**src/rtl/vga_pkg.sv**
```systemverilog
// Shared 640x480@60 scan timing for the scanner, sprite and collision blocks.
package vga_pkg;

    localparam int H_VIS  = 640;
    localparam int H_FP   = 16;
    localparam int H_SYNC = 96;
    localparam int H_BP   = 48;
    localparam int H_TOT  = H_VIS + H_FP + H_SYNC + H_BP;

    localparam int V_VIS  = 480;
    localparam int V_FP   = 10;
    localparam int V_SYNC = 2;
    localparam int V_BP   = 33;
    localparam int V_TOT  = V_VIS + V_FP + V_SYNC + V_BP;

    localparam int POS_W  = 10;

    typedef struct packed {
        logic [3:0] r;
        logic [3:0] g;
        logic [3:0] b;
    } rgb_t;

    function automatic logic in_span(input logic [POS_W-1:0] v, input int lo, input int hi);
        return (int'(v) >= lo) && (int'(v) <= hi);
    endfunction

endpackage

```
**src/rtl/vga_scan_if.sv**
```systemverilog
// Pixel-side bundle between the scan generator and the sprite/colour logic.
interface vga_scan_if;

    logic [11:0] pix_rgb;
    logic [9:0]  col;
    logic [9:0]  row;
    logic        video_on;
    logic        update_tick;
    logic        toggle_tick;
    logic        hs;
    logic        vs;
    logic [3:0]  vga_r;
    logic [3:0]  vga_g;
    logic [3:0]  vga_b;

    modport master (
        input  pix_rgb,
        output col, row, video_on, update_tick, toggle_tick,
        output hs, vs, vga_r, vga_g, vga_b
    );

    modport slave (
        output pix_rgb,
        input  col, row, video_on, update_tick, toggle_tick,
        input  hs, vs, vga_r, vga_g, vga_b
    );

endinterface

```
**src/rtl/vga_tick_gen.sv**
```systemverilog
// Per-frame game update strobe and every-N-frames animation toggle strobe.
module vga_tick_gen #(
    parameter int TOGGLE_FRAMES = 6
) (
    input  logic clk,
    input  logic rst,
    input  logic frame_pre,
    output logic update_tick,
    output logic toggle_tick
);

    localparam int FC_W = (TOGGLE_FRAMES > 1) ? $clog2(TOGGLE_FRAMES) : 1;
    localparam logic [FC_W-1:0] FC_LAST = FC_W'(TOGGLE_FRAMES - 1);

    logic [FC_W-1:0] fc_q, fc_d;
    logic            upd_q, upd_d;
    logic            tog_q, tog_d;

    // frame_pre arrives one clk early so both strobes come out of flops
    always_comb begin
        fc_d  = fc_q;
        upd_d = frame_pre;
        tog_d = 1'b0;
        if (frame_pre) begin
            if (fc_q == FC_LAST) begin
                fc_d  = '0;
                tog_d = 1'b1;
            end else begin
                fc_d = fc_q + FC_W'(1);
            end
        end
    end

    always_ff @(posedge clk) begin
        if (rst) begin
            fc_q  <= '0;
            upd_q <= 1'b0;
            tog_q <= 1'b0;
        end else begin
            fc_q  <= fc_d;
            upd_q <= upd_d;
            tog_q <= tog_d;
        end
    end

    assign update_tick = upd_q;
    assign toggle_tick = tog_q;

endmodule

```
**src/rtl/vga_scan.sv**
```systemverilog
// VGA raster scanner: pixel divider, col/row counters, registered sync/colour stage.
module vga_scan
    import vga_pkg::*;
#(
    parameter int CLK_DIV       = 4,
    parameter int TOGGLE_FRAMES = 6,
    parameter int P_H_VIS       = H_VIS,
    parameter int P_H_FP        = H_FP,
    parameter int P_H_SYNC      = H_SYNC,
    parameter int P_H_BP        = H_BP,
    parameter int P_V_VIS       = V_VIS,
    parameter int P_V_FP        = V_FP,
    parameter int P_V_SYNC      = V_SYNC,
    parameter int P_V_BP        = V_BP
) (
    input logic        clk,
    input logic        rst,
    vga_scan_if.master bus
);

    localparam int DIV_W  = (CLK_DIV > 1) ? $clog2(CLK_DIV) : 1;
    localparam logic [DIV_W-1:0] DIV_LAST = DIV_W'(CLK_DIV - 1);
    localparam int H_TOT_N = P_H_VIS + P_H_FP + P_H_SYNC + P_H_BP;
    localparam int V_TOT_N = P_V_VIS + P_V_FP + P_V_SYNC + P_V_BP;
    localparam int HS_LO   = P_H_VIS + P_H_FP;
    localparam int HS_HI   = HS_LO + P_H_SYNC - 1;
    localparam int VS_LO   = P_V_VIS + P_V_FP;
    localparam int VS_HI   = VS_LO + P_V_SYNC - 1;

    logic [DIV_W-1:0] div_q, div_d;
    logic [POS_W-1:0] col_q, col_d;
    logic [POS_W-1:0] row_q, row_d;
    logic             hs_q, hs_d;
    logic             vs_q, vs_d;
    rgb_t             rgb_q, rgb_d;

    logic pix_en;
    logic video_on;
    logic hs_raw;
    logic vs_raw;
    logic frame_pre;

    always_comb begin
        pix_en = (div_q == DIV_LAST);
        div_d  = pix_en ? '0 : div_q + DIV_W'(1);
        col_d  = col_q;
        row_d  = row_q;
        if (pix_en) begin
            if (int'(col_q) == H_TOT_N - 1) begin
                col_d = '0;
                row_d = (int'(row_q) == V_TOT_N - 1) ? '0 : row_q + POS_W'(1);
            end else begin
                col_d = col_q + POS_W'(1);
            end
        end
    end

    always_comb begin
        video_on = (int'(col_q) < P_H_VIS) && (int'(row_q) < P_V_VIS);
        hs_raw   = !in_span(col_q, HS_LO, HS_HI);
        vs_raw   = !in_span(row_q, VS_LO, VS_HI);
        hs_d     = hs_q;
        vs_d     = vs_q;
        rgb_d    = rgb_q;
        if (pix_en) begin
            hs_d  = hs_raw;
            vs_d  = vs_raw;
            rgb_d = video_on ? rgb_t'(bus.pix_rgb) : '0;
        end
    end

    // True when the coming cycle is the pix_en that steps into the first blanking line
    always_comb begin
        frame_pre = (div_d == DIV_LAST)
                 && (int'(col_d) == H_TOT_N - 1)
                 && (int'(row_d) == P_V_VIS - 1);
    end

    always_ff @(posedge clk) begin
        if (rst) begin
            div_q <= '0;
            col_q <= '0;
            row_q <= '0;
            hs_q  <= 1'b1;
            vs_q  <= 1'b1;
            rgb_q <= '0;
        end else begin
            div_q <= div_d;
            col_q <= col_d;
            row_q <= row_d;
            hs_q  <= hs_d;
            vs_q  <= vs_d;
            rgb_q <= rgb_d;
        end
    end

    vga_tick_gen #(
        .TOGGLE_FRAMES(TOGGLE_FRAMES)
    ) u_tick_gen (
        .clk        (clk),
        .rst        (rst),
        .frame_pre  (frame_pre),
        .update_tick(bus.update_tick),
        .toggle_tick(bus.toggle_tick)
    );

    assign bus.col      = col_q;
    assign bus.row      = row_q;
    assign bus.video_on = video_on;
    assign bus.hs       = hs_q;
    assign bus.vs       = vs_q;
    assign bus.vga_r    = rgb_q.r;
    assign bus.vga_g    = rgb_q.g;
    assign bus.vga_b    = rgb_q.b;

endmodule

```
**src/flat_wrapper.sv**
```systemverilog
// flat-port wrapper written by rule: the top's interface ports become plain ports
module vga_scan_flat import vga_pkg::*;
#(
    parameter int CLK_DIV       = 4,
    parameter int TOGGLE_FRAMES = 6,
    parameter int P_H_VIS       = H_VIS,
    parameter int P_H_FP        = H_FP,
    parameter int P_H_SYNC      = H_SYNC,
    parameter int P_H_BP        = H_BP,
    parameter int P_V_VIS       = V_VIS,
    parameter int P_V_FP        = V_FP,
    parameter int P_V_SYNC      = V_SYNC,
    parameter int P_V_BP        = V_BP
)
  (clk, rst, bus_pix_rgb, bus_col, bus_row, bus_video_on, bus_update_tick, bus_toggle_tick, bus_hs, bus_vs, bus_vga_r, bus_vga_g, bus_vga_b);
  vga_scan_if bus_i ();
  input logic clk;
  input logic rst;
  input wire logic [$bits(bus_i.pix_rgb)-1:0] bus_pix_rgb;
  output wire logic [$bits(bus_i.col)-1:0] bus_col;
  output wire logic [$bits(bus_i.row)-1:0] bus_row;
  output wire logic [$bits(bus_i.video_on)-1:0] bus_video_on;
  output wire logic [$bits(bus_i.update_tick)-1:0] bus_update_tick;
  output wire logic [$bits(bus_i.toggle_tick)-1:0] bus_toggle_tick;
  output wire logic [$bits(bus_i.hs)-1:0] bus_hs;
  output wire logic [$bits(bus_i.vs)-1:0] bus_vs;
  output wire logic [$bits(bus_i.vga_r)-1:0] bus_vga_r;
  output wire logic [$bits(bus_i.vga_g)-1:0] bus_vga_g;
  output wire logic [$bits(bus_i.vga_b)-1:0] bus_vga_b;
  assign bus_i.pix_rgb = bus_pix_rgb;
  assign bus_col = bus_i.col;
  assign bus_row = bus_i.row;
  assign bus_video_on = bus_i.video_on;
  assign bus_update_tick = bus_i.update_tick;
  assign bus_toggle_tick = bus_i.toggle_tick;
  assign bus_hs = bus_i.hs;
  assign bus_vs = bus_i.vs;
  assign bus_vga_r = bus_i.vga_r;
  assign bus_vga_g = bus_i.vga_g;
  assign bus_vga_b = bus_i.vga_b;
  vga_scan #(.CLK_DIV(CLK_DIV), .TOGGLE_FRAMES(TOGGLE_FRAMES), .P_H_VIS(P_H_VIS), .P_H_FP(P_H_FP), .P_H_SYNC(P_H_SYNC), .P_H_BP(P_H_BP), .P_V_VIS(P_V_VIS), .P_V_FP(P_V_FP), .P_V_SYNC(P_V_SYNC), .P_V_BP(P_V_BP)) u_core (.clk(clk), .rst(rst), .bus(bus_i));
endmodule
```
**config.mk**
```make
export PLATFORM = sky130hd
export DESIGN_NAME = vga_scan_flat
export DESIGN_NICKNAME = d
export VERILOG_FILES = /design/src/rtl/vga_pkg.sv /design/src/rtl/vga_scan_if.sv /design/src/rtl/vga_tick_gen.sv /design/src/rtl/vga_scan.sv /design/src/flat_wrapper.sv
export SDC_FILE = /design/constraint.sdc
export NUM_CORES = 1
export LEC_CHECK = 0
export ABC_AREA = 1
export CAP_MARGIN = 20
export CORE_UTILIZATION = 50
export DETAILED_ROUTE_END_ITERATION = 16
export PLACE_DENSITY = 0.83
export RECOVER_POWER = 25
export SYNTH_ARGS = -nofsm -noshare
export SYNTH_HDL_FRONTEND = slang
export SYNTH_SLANG_ARGS = --single-unit
```
**constraint.sdc**
```tcl
create_clock -name clk -period 2.47 [get_ports clk]
set_input_delay 0.247 -clock clk [delete_from_list [all_inputs] [get_ports clk]]
set_output_delay 0.247 -clock clk [all_outputs]
set_load 0.02 [all_outputs]
```
---- Word level (Yosys, flattened, before mapping) ----
Index checks and enable logic that the tools add are counted.
operators by class
  equality and inequality tests ........... 7
  reductions and logical operators ........ 8
  order comparisons ....................... 6
  muxes and demuxes ....................... 9
  add/subtract/negate cells ............... 4
  bitwise logic cells ..................... 1
operators with widths
  kind                                                                           count
  10-bit 2-to-1 mux                                                              5
  10-bit by 1-bit adder with 10-bit output, second input constant                2
  10-bit == test, second input constant                                          2
  10-bit by 9-bit == test with 1-bit output, second input constant               2
  12-bit 2-to-1 mux                                                              1
  10-bit >= comparator, second input constant                                    1
  10-bit by 9-bit >= comparator with 1-bit output, second input constant         1
  10-bit <= comparator, second input constant                                    1
  10-bit by 9-bit <= comparator with 1-bit output, second input constant         1
  10-bit less-than comparator, second input constant                             1
  10-bit by 9-bit less-than comparator with 1-bit output, second input constant  1
  1-bit logical AND                                                              5
  2-bit == test, second input constant                                           2
  3-bit by 1-bit adder with 3-bit output, second input constant                  1
  3-bit == test, second input constant                                           1
  3-bit 2-to-1 mux                                                               1
  2-bit by 1-bit adder with 2-bit output, second input constant                  1
  1-bit zero test                                                                2
  2-bit 2-to-1 mux                                                               1
  2-bit OR reduction                                                             1
  1-bit 2-to-1 mux                                                               1
  1-bit NOT                                                                      1
word-level totals
  input port bits ......................... 14
  output and inout bits ................... 37
  flip-flop bits (word level) ............. 41

---- Longest topological paths before layout ----
Gate-level depths: netlist of run 1.
  word-level depth ........................ 8
  gate-level depth with buffers ........... 17
  mapped depth without buffers ............ 16

---- Cells and area by module ----
From an unflattened synthesis of run 1, not the netlist that was laid out.
unflattened totals
  cell total of the unflattened synthesis .. 297
  area, all modules ....................... 2,098.3 um2
modules (own cells, without submodules)
  module        area an instance (um2)  instances  cells an instance  sequential area each (um2)
  vga_scan      1,905.6                 1          272                720.7
  vga_tick_gen  192.7                   1          25                 100.1

---- Worst setup path after synthesis of run 1 ----
OpenSTA, ideal clock, no wires.
  kind .................................... register to register
  start point ............................. register u_core.col_q[0], in the netlist u_core.bus.col[0]
  end point ............................... register u_core.u_tick_gen.fc_q[1]
  arrival time ............................ 1.855 ns
  setup time .............................. 0.113 ns
  cell stages (with the launch flop) ...... 15
  path slack .............................. 0.502 ns
  buffers on the path ..................... 0
  required time ........................... 2.357 ns
  path through ............................ dfxtp_1 -> ha_1 -> nand2_2 -> nor2_2 -> nand4_2 -> inv_2 -> nand2_2 -> nand2_2 -> inv_2 -> nor2_1 -> nand2_1 -> nor2_4 -> nand3_4 -> nor2_1 -> nor2_1
on the way
  longest elaborated chain between the ends .. 6
  elaborated cells on any way between the ends .. 10
ends and longest elaborated chain
  what                                                                                                   RTL line                        text
  start: declaration                                                                                     vga_scan.sv:31                  logic [POS_W-1:0] col_q, col_d;
  start signal: assignment                                                                               vga_scan.sv:89                  col_q <= col_d;
  10-bit by 1-bit adder with 10-bit output or 10-bit by 9-bit == test with 1-bit output (tied branches)  vga_scan.sv:53, vga_scan.sv:49
  10-bit 2-to-1 mux                                                                                      vga_scan.sv:49                  if (int'(col_q) == H_TOT_N - 1) begin
  10-bit 2-to-1 mux                                                                                      vga_scan.sv:48                  if (pix_en) begin
  10-bit by 9-bit == test with 1-bit output                                                              vga_scan.sv:75                  && (int'(col_d) == H_TOT_N - 1)
  1-bit logical AND                                                                                      vga_scan.sv:75
  1-bit logical AND (*)                                                                                  vga_scan.sv:76                  && (int'(row_d) == P_V_VIS - 1);
  end signal: assignment                                                                                 vga_tick_gen.sv:36              fc_q <= '0;
  end signal: assignment                                                                                 vga_tick_gen.sv:40              fc_q <= fc_d;
  end: declaration                                                                                       vga_tick_gen.sv:15              logic [FC_W-1:0] fc_q, fc_d;
Mark *: on every way between the ends. The rest lies on a longest branch, timed or not.
A chain may end at the register's enable or synchronous reset.

---- Final worst setup path of run 1 ----
  start point ............................. register u_core.div_q[0]
  end point ............................... register u_core.u_tick_gen.fc_q[2]
on the way
  longest elaborated chain between the ends .. 5
  elaborated cells on any way between the ends .. 10
ends and longest elaborated chain
  what                                                                        RTL line                        text
  start: declaration                                                          vga_scan.sv:30                  logic [DIV_W-1:0] div_q, div_d;
  start signal: assignment                                                    vga_scan.sv:88                  div_q <= div_d;
  2-bit by 1-bit adder with 2-bit output or 2-bit == test (tied branches)     vga_scan.sv:45, vga_scan.sv:44
  2-bit 2-to-1 mux or 10-bit 2-to-1 mux (tied branches)                       vga_scan.sv:45, vga_scan.sv:48
  2-bit == test or 10-bit by 9-bit == test with 1-bit output (tied branches)  vga_scan.sv:74, vga_scan.sv:75
  1-bit logical AND                                                           vga_scan.sv:75
  1-bit logical AND (*)                                                       vga_scan.sv:76
Marks and branches as above.

==> results.md, run 1 <==
- Outcome: finished clean
- Core Region: about 4100 sq um
- Number of post-CTS setup repair buffers: 0
- Fin cells: 409
- Most common cell on crit path: nor2_1
- Critical Path Fanout Max: 14
- Hold_buf cts: 0
- Final setup fails: 0
- HP Class: flop to flop
- Slowest CP cell: dfxtp_1
- Max clock buf depth: 2
- Most common cell after layout, fill and taps aside: nand2_1
- Gate Count Post-Synth: between 300 and 400
- Vias per cell: approximately 5.3
- Warnings from Yosys: 0
- Largest net degree at the start of global routing: 24
- Min Tclk post-route: around 2.2 ns
- Final Hold Viols: 0
- Overall power: approximately 0.0013 W
- Sequential-to-total area share from yosys stat: 37.9%
- Kind of critical path: flop to flop
- Post-CTS Resized: 0
- Final nets: 379
- Top Ports: 51
- Netlist cell types: 28
- 1st-iter DRT viols: 161
- Leak: around 1.2 nW
- Wirelength, routed: 5540 um
- Number of port buffers: 50
- Clock Root Buffer: clkbuf_8
- Die height: roughly 68 um
- Seq cells post-synth: between 40 and 50
- WP buf/inv: 3
- CTS Buf Count: 5
- CP Capture Type: flop
- Busiest layer in global routing: met2
- Gpl congestion: around 0.96
- DRC: 0
- Net count after synthesis: 324
- Die Wd: a little under 70 um
- MaxCap Viol Count: 0
- Most frequent cells in the layout: nand2_1, nor2_1, dfxtp_1
- PwrDens: 471 nW/um^2
- Initial antenna violation count: 0
- Layout cells sized above 1: 10.9%
- Placed cell count: 401
- GRT Total Usage: 26.3%
- Mapped cell area: 2160 sq um
- Clock Skews: ~0.010 ns
- Met2 usage: 39.4%
- Met3 usage: under 10%
- Area Overhead vs Synth: 31.3%
- Slew HR: 27.0%
- First-pass GRT wire length: 8960 um
- Req. time, crit path: 2.67 ns
- CTS tree: built
- Clock transition at path regs: roughly 0.08 ns
- Vias in the first global route: between 1500 and 2000
- Filler Cells Inserted: 360
- Worst setup margin: 0.309 ns
- Unrepaired setup endpoints after global routing: false
- Avg Inst Size Synth: 7.14 sq um
- Peak supply drop: 0.000393 V
- # rows: 23
- Slowest cell delay on critical path: 0.37 ns
- Register area: ~820 sq um
- Pre-CTS setup slack: approximately 0.35 ns
- Total global routing overflow: 0
- Vias: around 2200
- CP Data Arrival Time: 2.36 ns
- Drt first pass iters: 4
- Total number of H-tree levels: 2
- CTS sink cnt: 41
- Routed WL per cell: 13.5 um
- Critical path launch point type: flop
- Max-slew violations: 0
- Post-DP HPWL: around 4200 um
- Antenna Cells: 0
- Worst slew pin tran: 1.10 ns
- ANT nets after route: 0
- Clock latency at the later pin of the worst-skew pair: around 0.30 ns
- Crit path cell chain: ha_1 -> buf_4 -> nand4_2 -> inv_2 -> nand2_2 -> nand2_2 -> inv_2 -> nor2_1 -> nand2_1 -> nor2_4 -> nand3_4 -> nor2_1 -> nor2_1
- Fin Setup TNS: 0 ns
- Fmax: 0.463 GHz
- Die ar.: 4590 sq um
- Fin crit share: 87.5%
- Area of the multi-input gates: about 1100 sq um
- Met1 Use GR: 35.8%
- Top cell family by delay on the critical path: simple AND/OR/NAND/NOR gates
- Initial core utilization: 52.9%
[per-layer routing]
layer | wire length (um) | share of wire (%)
met5 | 0 | 0
met4 | 40 | 0.72
met1 | 2570 | 46
met2 | 2400 | 43
met3 | 533 | 9.6
[area by class of cell]
cell class | count | area share, %
clock buffer | 5 | 2.42
clock inverter | 3 | 1.63
inverter | 44 | 5.81
multi-input combinational | 211 | 40.4
sequential | 41 | 28.9
tap | 50 | 2.20
timing repair buffer | 55 | 18.7
[metrics by stage]
step / utilization, % / hold slack (ns) / cell area (sq um)
5_1_grt: 69.5 / 0.472 / 2840
3_5_place_dp: 66.9 / 0.449 / 2730
2_1_floorplan: - / 0.410 / 2160
3_3_place_gp: 66.9 / 0.431 / 2730
4_1_cts: 69.7 / 0.461 / 2850
6_report: 69.5 / 0.461 / 2840
[Yosys cell counts (all sizes together)]
cell type  instances  share of area [%]
o31ai              1               0.35
nor3               6                1.6
a211oi             1               0.35
o21ai              6                1.4
clkbuf             5               0.87
nand2             68                 13
a31oi              3               0.87
a21oi              3               0.69
dfxtp             41                 38
ha                 7                4.0
nand3             20                5.7
xor2               5                2.0
nand4             15                4.6
a32o              12                5.6
nor2              63                 13
buf                2               0.58
nor4               1               0.29
inv               44                7.6
[sequential cells by signal (all words and copies together) (netlist names)]
name                           count
u_core.bus.vga_b                   4
u_core.u_tick_gen.fc_q             3
u_core.bus.vga_g                   4
u_core.u_tick_gen.update_tick      1
u_core.div_q                       2
u_core.bus.vga_r                   4
u_core.bus.row                    10
u_core.bus.vs                      1
u_core.bus.col                    10
u_core.u_tick_gen.toggle_tick      1
u_core.bus.hs                      1
[logic make-up (layout without fill, tap and decap cells)]
family / Yosys count / count (layout) / synth area share (%)
compound gates: 26 / 26 / 9.20
xor+xnor: 5 / 5 / 2.02
fa+ha+maj: 7 / 7 / 4.05
buf+inv: 51 / 107 / 9.08
flops: 41 / 41 / 37.9
simple gates: 173 / 173 / 37.7
[final timing paths]
check | startpoint | endpoint | slack (ns) | depth (start not counted)
worst max-delay path | u_core.div_q[0]$_SDFF_PP0_ | u_core.u_tick_gen.fc_q[2]$_SDFFE_PP0P_ | 0.31 | 13
worst min-delay path | u_core.div_q[0]$_SDFF_PP0_ | u_core.div_q[0]$_SDFF_PP0_ | 0.46 | 1
worst min register to register | u_core.div_q[0]$_SDFF_PP0_ | u_core.div_q[0]$_SDFF_PP0_ | 0.46 | 1
worst max register to register | u_core.div_q[0]$_SDFF_PP0_ | u_core.u_tick_gen.fc_q[2]$_SDFFE_PP0P_ | 0.31 | 13
[worst reg2reg max path, stage by stage (launching register included)]
cell and delay [ns]:
dfxtp_1 0.37, ha_1 0.29, buf_4 0.26, nand4_2 0.20, inv_2 0.18, nand2_2 0.07
nand2_2 0.09, inv_2 0.03, nor2_1 0.07, nand2_1 0.11, nor2_4 0.14, nand3_4 0.11
nor2_1 0.12, nor2_1 0.05
[where the power goes]
group / leakage (nW) / internal [W] / total, W / switching [W]
clock network: 0.0543 / 0.000302 / 0.000552 / 0.000250
registers: 0.331 / 0.000675 / 0.000684 / 0.00000907
logic: 0.790 / 0.0000476 / 0.000103 / 0.0000552
total: 1.18 / 0.00102 / 0.00134 / 0.000314
Note: power is estimated with default switching activity, not from simulation.
==> run 2, diff against run 1 <==
PLACE_DENSITY = 0.8   (was 0.83)
==> run 2 against run 1 <==
Net effect:
- register-to-register slack worse by 0.02 ns
- clock power down 15%
- first-iteration DRC count down 5.6%
- via count down 0.46%
- largest power group unchanged
- highest routed layer unchanged
==> results.md, run 2 (synthesis gave the netlist of run 1 again) <==
- Outcome: finished clean
- Critical Path Fanout Max: 6 (-8)
- Layout Utilization: 69.1% (-0.40 points)
- Crit path cell chain: ha_1 -> nand2_2 -> nor2_2 -> nand4_2 -> inv_2 -> nand2_2 -> nand2_2 -> inv_2 -> nor2_1 -> nand2_1 -> nor2_4 -> nand3_4 -> nand2_1 -> nand2_1 -> nor2_1
- Clock Skews: 0.00158 ns (-0.00888 ns)
- Max clock buf depth: 2 (unchanged)
- Post-DP HPWL: 4110 um (-1.6%)
- ANT nets after route: 0 (unchanged)
- GRT Total Usage: 25.1% (-1.2 points)
- WP buf/inv: 2 (-1)
- Die ar.: 4590 sq um (unchanged)
- Hold endpoint: u_core.div_q[0]$_SDFF_PP0_
- Total global routing overflow: 0 (unchanged)
- DRC: 0 (unchanged)
- CTS tree: built
- CTS sink cnt: 41 (unchanged)
- Total number of H-tree levels: 2 (unchanged)
- Clock transition at path regs: 0.08 ns (about the same)
- Flop2flop setup slack: 0.29 ns (-0.02 ns)
- Fin Setup TNS: 0 ns (unchanged)
- Number of port buffers: 50 (unchanged)
- Filler Cells Inserted: 349 (-3.1%)
- Area Overhead vs Synth: 30.5%
- Initial core utilization: 52.9% (unchanged)
- Final nets: 379 (unchanged)
- Reg2Reg Depth: 15 (+2)
- Hold_sp: u_core.div_q[0]$_SDFF_PP0_
- Vias: 2166 (-0.46%)
- Largest net degree at the start of global routing: 15 (-38%)
- Critical path launch point type: flop
- Slowest CP cell: dfxtp_1
- Kind of critical path: flop to flop
- Routed WL per cell: 13.5 um (-0.49%)
- Top cell family by delay on the critical path: simple AND/OR/NAND/NOR gates
- Fmax: 0.458 GHz (-1.0%)
- Hold_buf cts: 0 (unchanged)
- Worst setup margin: 0.287 ns (-0.0222 ns)
- Antenna Cells: 0 (unchanged)
- 1st-iter DRT viols: 152 (-5.6%)
- R2R Path Start: u_core.bus.col[0]$_SDFF_PP0_
- Max-slew violations: 0 (unchanged)
- Vias per cell: 5.30 (-0.46%)
- Layout cells sized above 1: 11.1% (+0.28 points)
- CP Data Arrival Time: 2.41 ns (+0.05 ns)
- Most common cell after layout, fill and taps aside: nand2_1
- CTS Buf Count: 5 (unchanged)
- Worst slew pin tran: 0.546 ns (-0.549 ns)
- # rows: 23 (unchanged)
- Finished layout cell area: 2820 sq um (-0.57%)
- R2R Path End: u_core.u_tick_gen.fc_q[2]$_SDFFE_PP0P_
- DP Area: 2730 sq um (unchanged)
- MaxCap Viol Count: 0 (unchanged)
- Leak: 1.14 nW (-2.7%)
- Core Region: 4090 sq um (unchanged)
- First-pass GRT wire length: 8630 um (-3.8%)
- CP Capture Type: flop
- Top Ports: 51 (unchanged)
- HP Class: flop to flop
- Slowest cell delay on critical path: 0.42 ns (+0.05 ns)
- Hold Path Stages: 1 (unchanged)
- Clock latency at the later pin of the worst-skew pair: 0.29 ns (about the same)
- Pre-CTS setup slack: 0.291 ns (-0.0596 ns)
- Drt first pass iters: 5 (+1)
- Final Hold Viols: 0 (unchanged)
- Number of post-CTS setup repair buffers: 0 (unchanged)
- Most frequent cells in the layout: nand2_1, nor2_1, clkdlybuf4s50_1
- Initial antenna violation count: 0 (unchanged)
- Die Wd: 67.8 um (unchanged)
- Gpl congestion: 0.879 (-8.1%)
- Min Tclk post-route: 2.18 ns (+0.0222 ns)
- Wirelength, routed: 5510 um (-0.49%)
- Clock Root Buffer: clkbuf_8
- Die height: 67.8 um (unchanged)
- Slew HR: 63.6% (+37 points)
- Register area: 821 sq um (unchanged)
- Peak supply drop: 0.000410 V (+4.2%)
- Req. time, crit path: 2.70 ns (+0.03 ns)
- Final setup fails: 0 (unchanged)
- Fin crit share: 88.4% (+0.90 points)
- Worst hold margin: 0.450 ns (-0.0110 ns)
- Area of the multi-input gates: 1150 sq um (+0.22%)
- PwrDens: 446 nW/um^2 (-5.4%)
- Unrepaired setup endpoints after global routing: false
- Vias in the first global route: 1893 (-4.7%)
## run 2: what timing repair did
| action | 4_1_cts | 5_1_grt |
|---|---|---|
| resized for setup | 0 | 1 |
| setup endpoints to repair | 0 | 1 |
| hold endpoints to repair | 0 | 0 |
## run 2: where the power goes
group	internal (W)	total [W]	switching, W
sequential	0.000674	0.000684	0.00000972
combinational	0.0000518	0.000109	0.0000570
clock	0.000227	0.000467	0.000240
## run 2: metal layers
metal	vias up	part of all wire, %	wire length, um	GRT usage, %
met3	4	5.9	324	4.73
met1	994	46	2560	34.3
li1	1095	-	-	-
met5	-	0	0	0
met4	0	0.45	25	5.47
met2	73	47	2600	40.8
## run 2: through the flow
stage	std cells	total power (W)
3_3_place_gp	401	0.000806
3_5_place_dp	401	0.000809
2_1_floorplan	303	0.000752
5_1_grt	409	0.00130
6_report	409	0.00126
4_1_cts	409	0.00127
## run 2: layout make-up
class	instances	area share, %
clock buffers	6	2.92
clock inverters	2	0.487
inverters	44	5.85
multi-input cells	211	40.7
flip-flops and latches	41	29.1
well taps	50	2.22
repair buffers	55	18.8
## run 2: worst max-delay path by stage
stage	startpoint	to	slack, ns	depth (start not counted)
after floorplan	u_core.bus.col[0]$_SDFF_PP0_	u_core.u_tick_gen.fc_q[1]$_SDFFE_PP0P_	0.50	14
after global placement	u_core.bus.col[0]$_SDFF_PP0_	u_core.u_tick_gen.fc_q[2]$_SDFFE_PP0P_	0.40	14
after detailed placement	u_core.div_q[0]$_SDFF_PP0_	u_core.u_tick_gen.fc_q[2]$_SDFFE_PP0P_	0.29	13
after CTS	u_core.div_q[0]$_SDFF_PP0_	u_core.u_tick_gen.fc_q[2]$_SDFFE_PP0P_	0.21	13
after global routing	u_core.bus.col[0]$_SDFF_PP0_	u_core.u_tick_gen.fc_q[2]$_SDFFE_PP0P_	0.07	15
final	u_core.bus.col[0]$_SDFF_PP0_	u_core.u_tick_gen.fc_q[2]$_SDFFE_PP0P_	0.29	15
==> run 3, diff against run 2 <==
RECOVER_POWER = default   (was 25)
==> run 3 against run 2 <==
Net effect:
- power increased by 0.18%
- first-iteration DRC count unchanged
- clock skew is essentially flat
- combinational power is essentially flat
- via count fell by 0.32%
- non-clock buffer count did not move
- clock power barely moved
==> results.md, run 3 (synthesis gave the netlist of run 1 again) <==
- Drt first pass iters: 4 (-1)
- CTS tree: built
- Final setup fails: 0 (unchanged)
- Number of port buffers: 50 (unchanged)
- Clock Skews: 0.00191 ns (+0.000330 ns)
- Kind of critical path: flop to flop
- Clock latency at the later pin of the worst-skew pair: 0.29 ns (about the same)
- Worst setup margin: 0.288 ns (+0.000832 ns)
- Hold_sp: u_core.div_q[0]$_SDFF_PP0_
- Fin cells: 409 (unchanged)
- Top Ports: 51 (unchanged)
- Hold_buf cts: 0 (unchanged)
- R2R Path End: u_core.u_tick_gen.fc_q[2]$_SDFFE_PP0P_
- Total number of H-tree levels: 2 (unchanged)
- Req. time, crit path: 2.70 ns (about the same)
- Max clock buf depth: 2 (unchanged)
- CTS Buf Count: 5 (unchanged)
- Met1 Use GR: 34.3% (unchanged)
- Sequential Power Share: 54.2% (about the same)
- NetSw: 0.000308 W (+0.25%)
- Outcome: finished clean
- GRT Total Usage: 25.1% (unchanged)
- Slowest cell delay on critical path: 0.42 ns (about the same)
- Fmax: 0.458 GHz (about the same)
- Slowest CP cell: dfxtp_1
- DRC: 0 (unchanged)
- Min Tclk post-route: 2.18 ns (-0.000832 ns)
- Final Hold Viols: 0 (unchanged)
- Combinational fraction of design power: 8.7% (about the same)
- Unrepaired setup endpoints after global routing: false
- Die height: 67.8 um (unchanged)
- CP Capture Type: flop
- DP Area: 2730 sq um (unchanged)
- Placed cell count: 401 (unchanged)
- Largest net degree at the start of global routing: 15 (unchanged)
- Worst slew pin tran: 0.466 ns (-0.0803 ns)
- CTS sink cnt: 41 (unchanged)
- Crit path cell chain: ha_1 -> nand2_2 -> nor2_2 -> nand4_2 -> inv_2 -> nand2_2 -> nand2_2 -> inv_2 -> nor2_1 -> nand2_1 -> nor2_4 -> nand3_4 -> nand2_1 -> nand2_1 -> nor2_1
- Clock Root Buffer: clkbuf_8
- Leak: 1.14 nW (about the same)
- Core Region: 4090 sq um (unchanged)
- Die Wd: 67.8 um (unchanged)
- Routed WL per cell: 13.5 um (-0.11%)
- Fin crit share: 88.4% (about the same)
- HP Class: flop to flop
- Pre-CTS setup slack: 0.291 ns (unchanged)
- Clock power share: 37.1% (about the same)
- Antenna Cells: 0 (unchanged)
- Initial core utilization: 52.9% (unchanged)
- Met2 usage: 40.8% (unchanged)
- Sw Ratio: 24.4% (about the same)
- Vias: 2159 (-0.32%)
- Pint: 0.000954 W (+0.15%)
- R2R Path Start: u_core.bus.col[0]$_SDFF_PP0_
- MaxCap Viol Count: 0 (unchanged)
- # rows: 23 (unchanged)
- Clock transition at path regs: 0.08 ns (about the same)
- Peak supply drop: 0.000411 V (+0.25%)
- Fin Setup TNS: 0 ns (unchanged)
- Critical path launch point type: flop
- Flop2flop setup slack: 0.29 ns (about the same)
- First-pass GRT wire length: 8630 um (unchanged)
- Initial antenna violation count: 0 (unchanged)
- Critical Path Fanout Max: 6 (unchanged)
- CP Data Arrival Time: 2.41 ns (about the same)
- Hold endpoint: u_core.div_q[0]$_SDFF_PP0_
- Area Overhead vs Synth: 30.9%
- Max-slew violations: 0 (unchanged)
- Gpl congestion: 0.879 (unchanged)
- Post-DP HPWL: 4110 um (unchanged)
- Die ar.: 4590 sq um (unchanged)
- Hold Path Stages: 1 (unchanged)
- Reg2Reg Depth: 15 (unchanged)
- Vias in the first global route: 1893 (unchanged)
- Busiest layer in global routing: met2
- 1st-iter DRT viols: 152 (unchanged)
- Layout Utilization: 69.3% (+0.18 points)
- Met3 usage: 4.73% (unchanged)
- Final nets: 379 (unchanged)
- CP startpoint: u_core.bus.col[0]$_SDFF_PP0_
- PwrDens: 446 nW/um^2 (about the same)
- Vias per cell: 5.28 (-0.32%)
- ANT nets after route: 0 (unchanged)
- Slew HR: 68.8% (+5.2 points)
- Total global routing overflow: 0 (unchanged)
- Wirelength, routed: 5510 um (-0.11%)
- Most frequent cells in the layout: nand2_1, nor2_1, clkdlybuf4s50_1
- Finished layout cell area: 2830 sq um (+0.27%)
- Most common cell after layout, fill and taps aside: nand2_1
- Layout cells sized above 1: 11.7% (+0.56 points)
==> run 3: routing by layer <==
metal | vias to the layer above | routed length (um)
li1 | 1094 | -
met1 | 993 | 2600
met2 | 68 | 2580
met3 | 4 | 305
met4 | 0 | 25
met5 | - | 0
==> run 3: critical path: cells and delay by family (launching register included) <==
kind / cells / cell delay (ns)
flops: 1 / 0.42
fa+ha+maj: 1 / 0.22
simple gates: 12 / 1.29
buf+inv: 2 / 0.19
==> run 3: what timing repair did <==
action / 4_1_cts / 5_1_grt
endpoints found under the hold margin: 0 / 0
resized for setup: 0 / 1
endpoints found under the setup margin: 0 / 1
buffers inserted: 0 / 0
==> run 3: layout make-up <==
class | instances | area (sq um)
multi-input combinational | 211 | 1150
clock inverter | 2 | 13.8
fill | 345 | 1250
clock buffer | 6 | 82.6
inverter | 44 | 165
sequential | 41 | 821
tap | 50 | 62.6
timing repair buffer | 55 | 538
==> run 3: power by group through the flow <==
stage	Clock (W)	Combinational, W	Sequential (W)
global placement	0	0.000107	0.000699
floorplan	0	0.0000408	0.000711
global route	0.000498	0.000119	0.000686
detailed placement	0	0.000109	0.000700
finish	0.000468	0.000110	0.000684
CTS	0.000471	0.000110	0.000684
==> run 3: stage by stage <==
| step | hold WS [ns] | total power [W] |
|---|---|---|
| 2_1_floorplan | 0.410 | 0.000752 |
| 3_3_place_gp | 0.429 | 0.000806 |
| 3_5_place_dp | 0.435 | 0.000809 |
| 4_1_cts | 0.448 | 0.00127 |
| 5_1_grt | 0.472 | 0.00130 |
| 6_report | 0.448 | 0.00126 |
==> run 3: worst max-delay path by stage <==
stage	to	slack, ns	cells past startpoint
6_report	u_core.u_tick_gen.fc_q[2]$_SDFFE_PP0P_	0.29	15
5_1_grt	u_core.u_tick_gen.fc_q[2]$_SDFFE_PP0P_	0.07	15
2_1_floorplan	u_core.u_tick_gen.fc_q[1]$_SDFFE_PP0P_	0.50	14
4_1_cts	u_core.u_tick_gen.fc_q[2]$_SDFFE_PP0P_	0.21	13
3_3_place_gp	u_core.u_tick_gen.fc_q[2]$_SDFFE_PP0P_	0.40	14
3_5_place_dp	u_core.u_tick_gen.fc_q[2]$_SDFFE_PP0P_	0.29	13
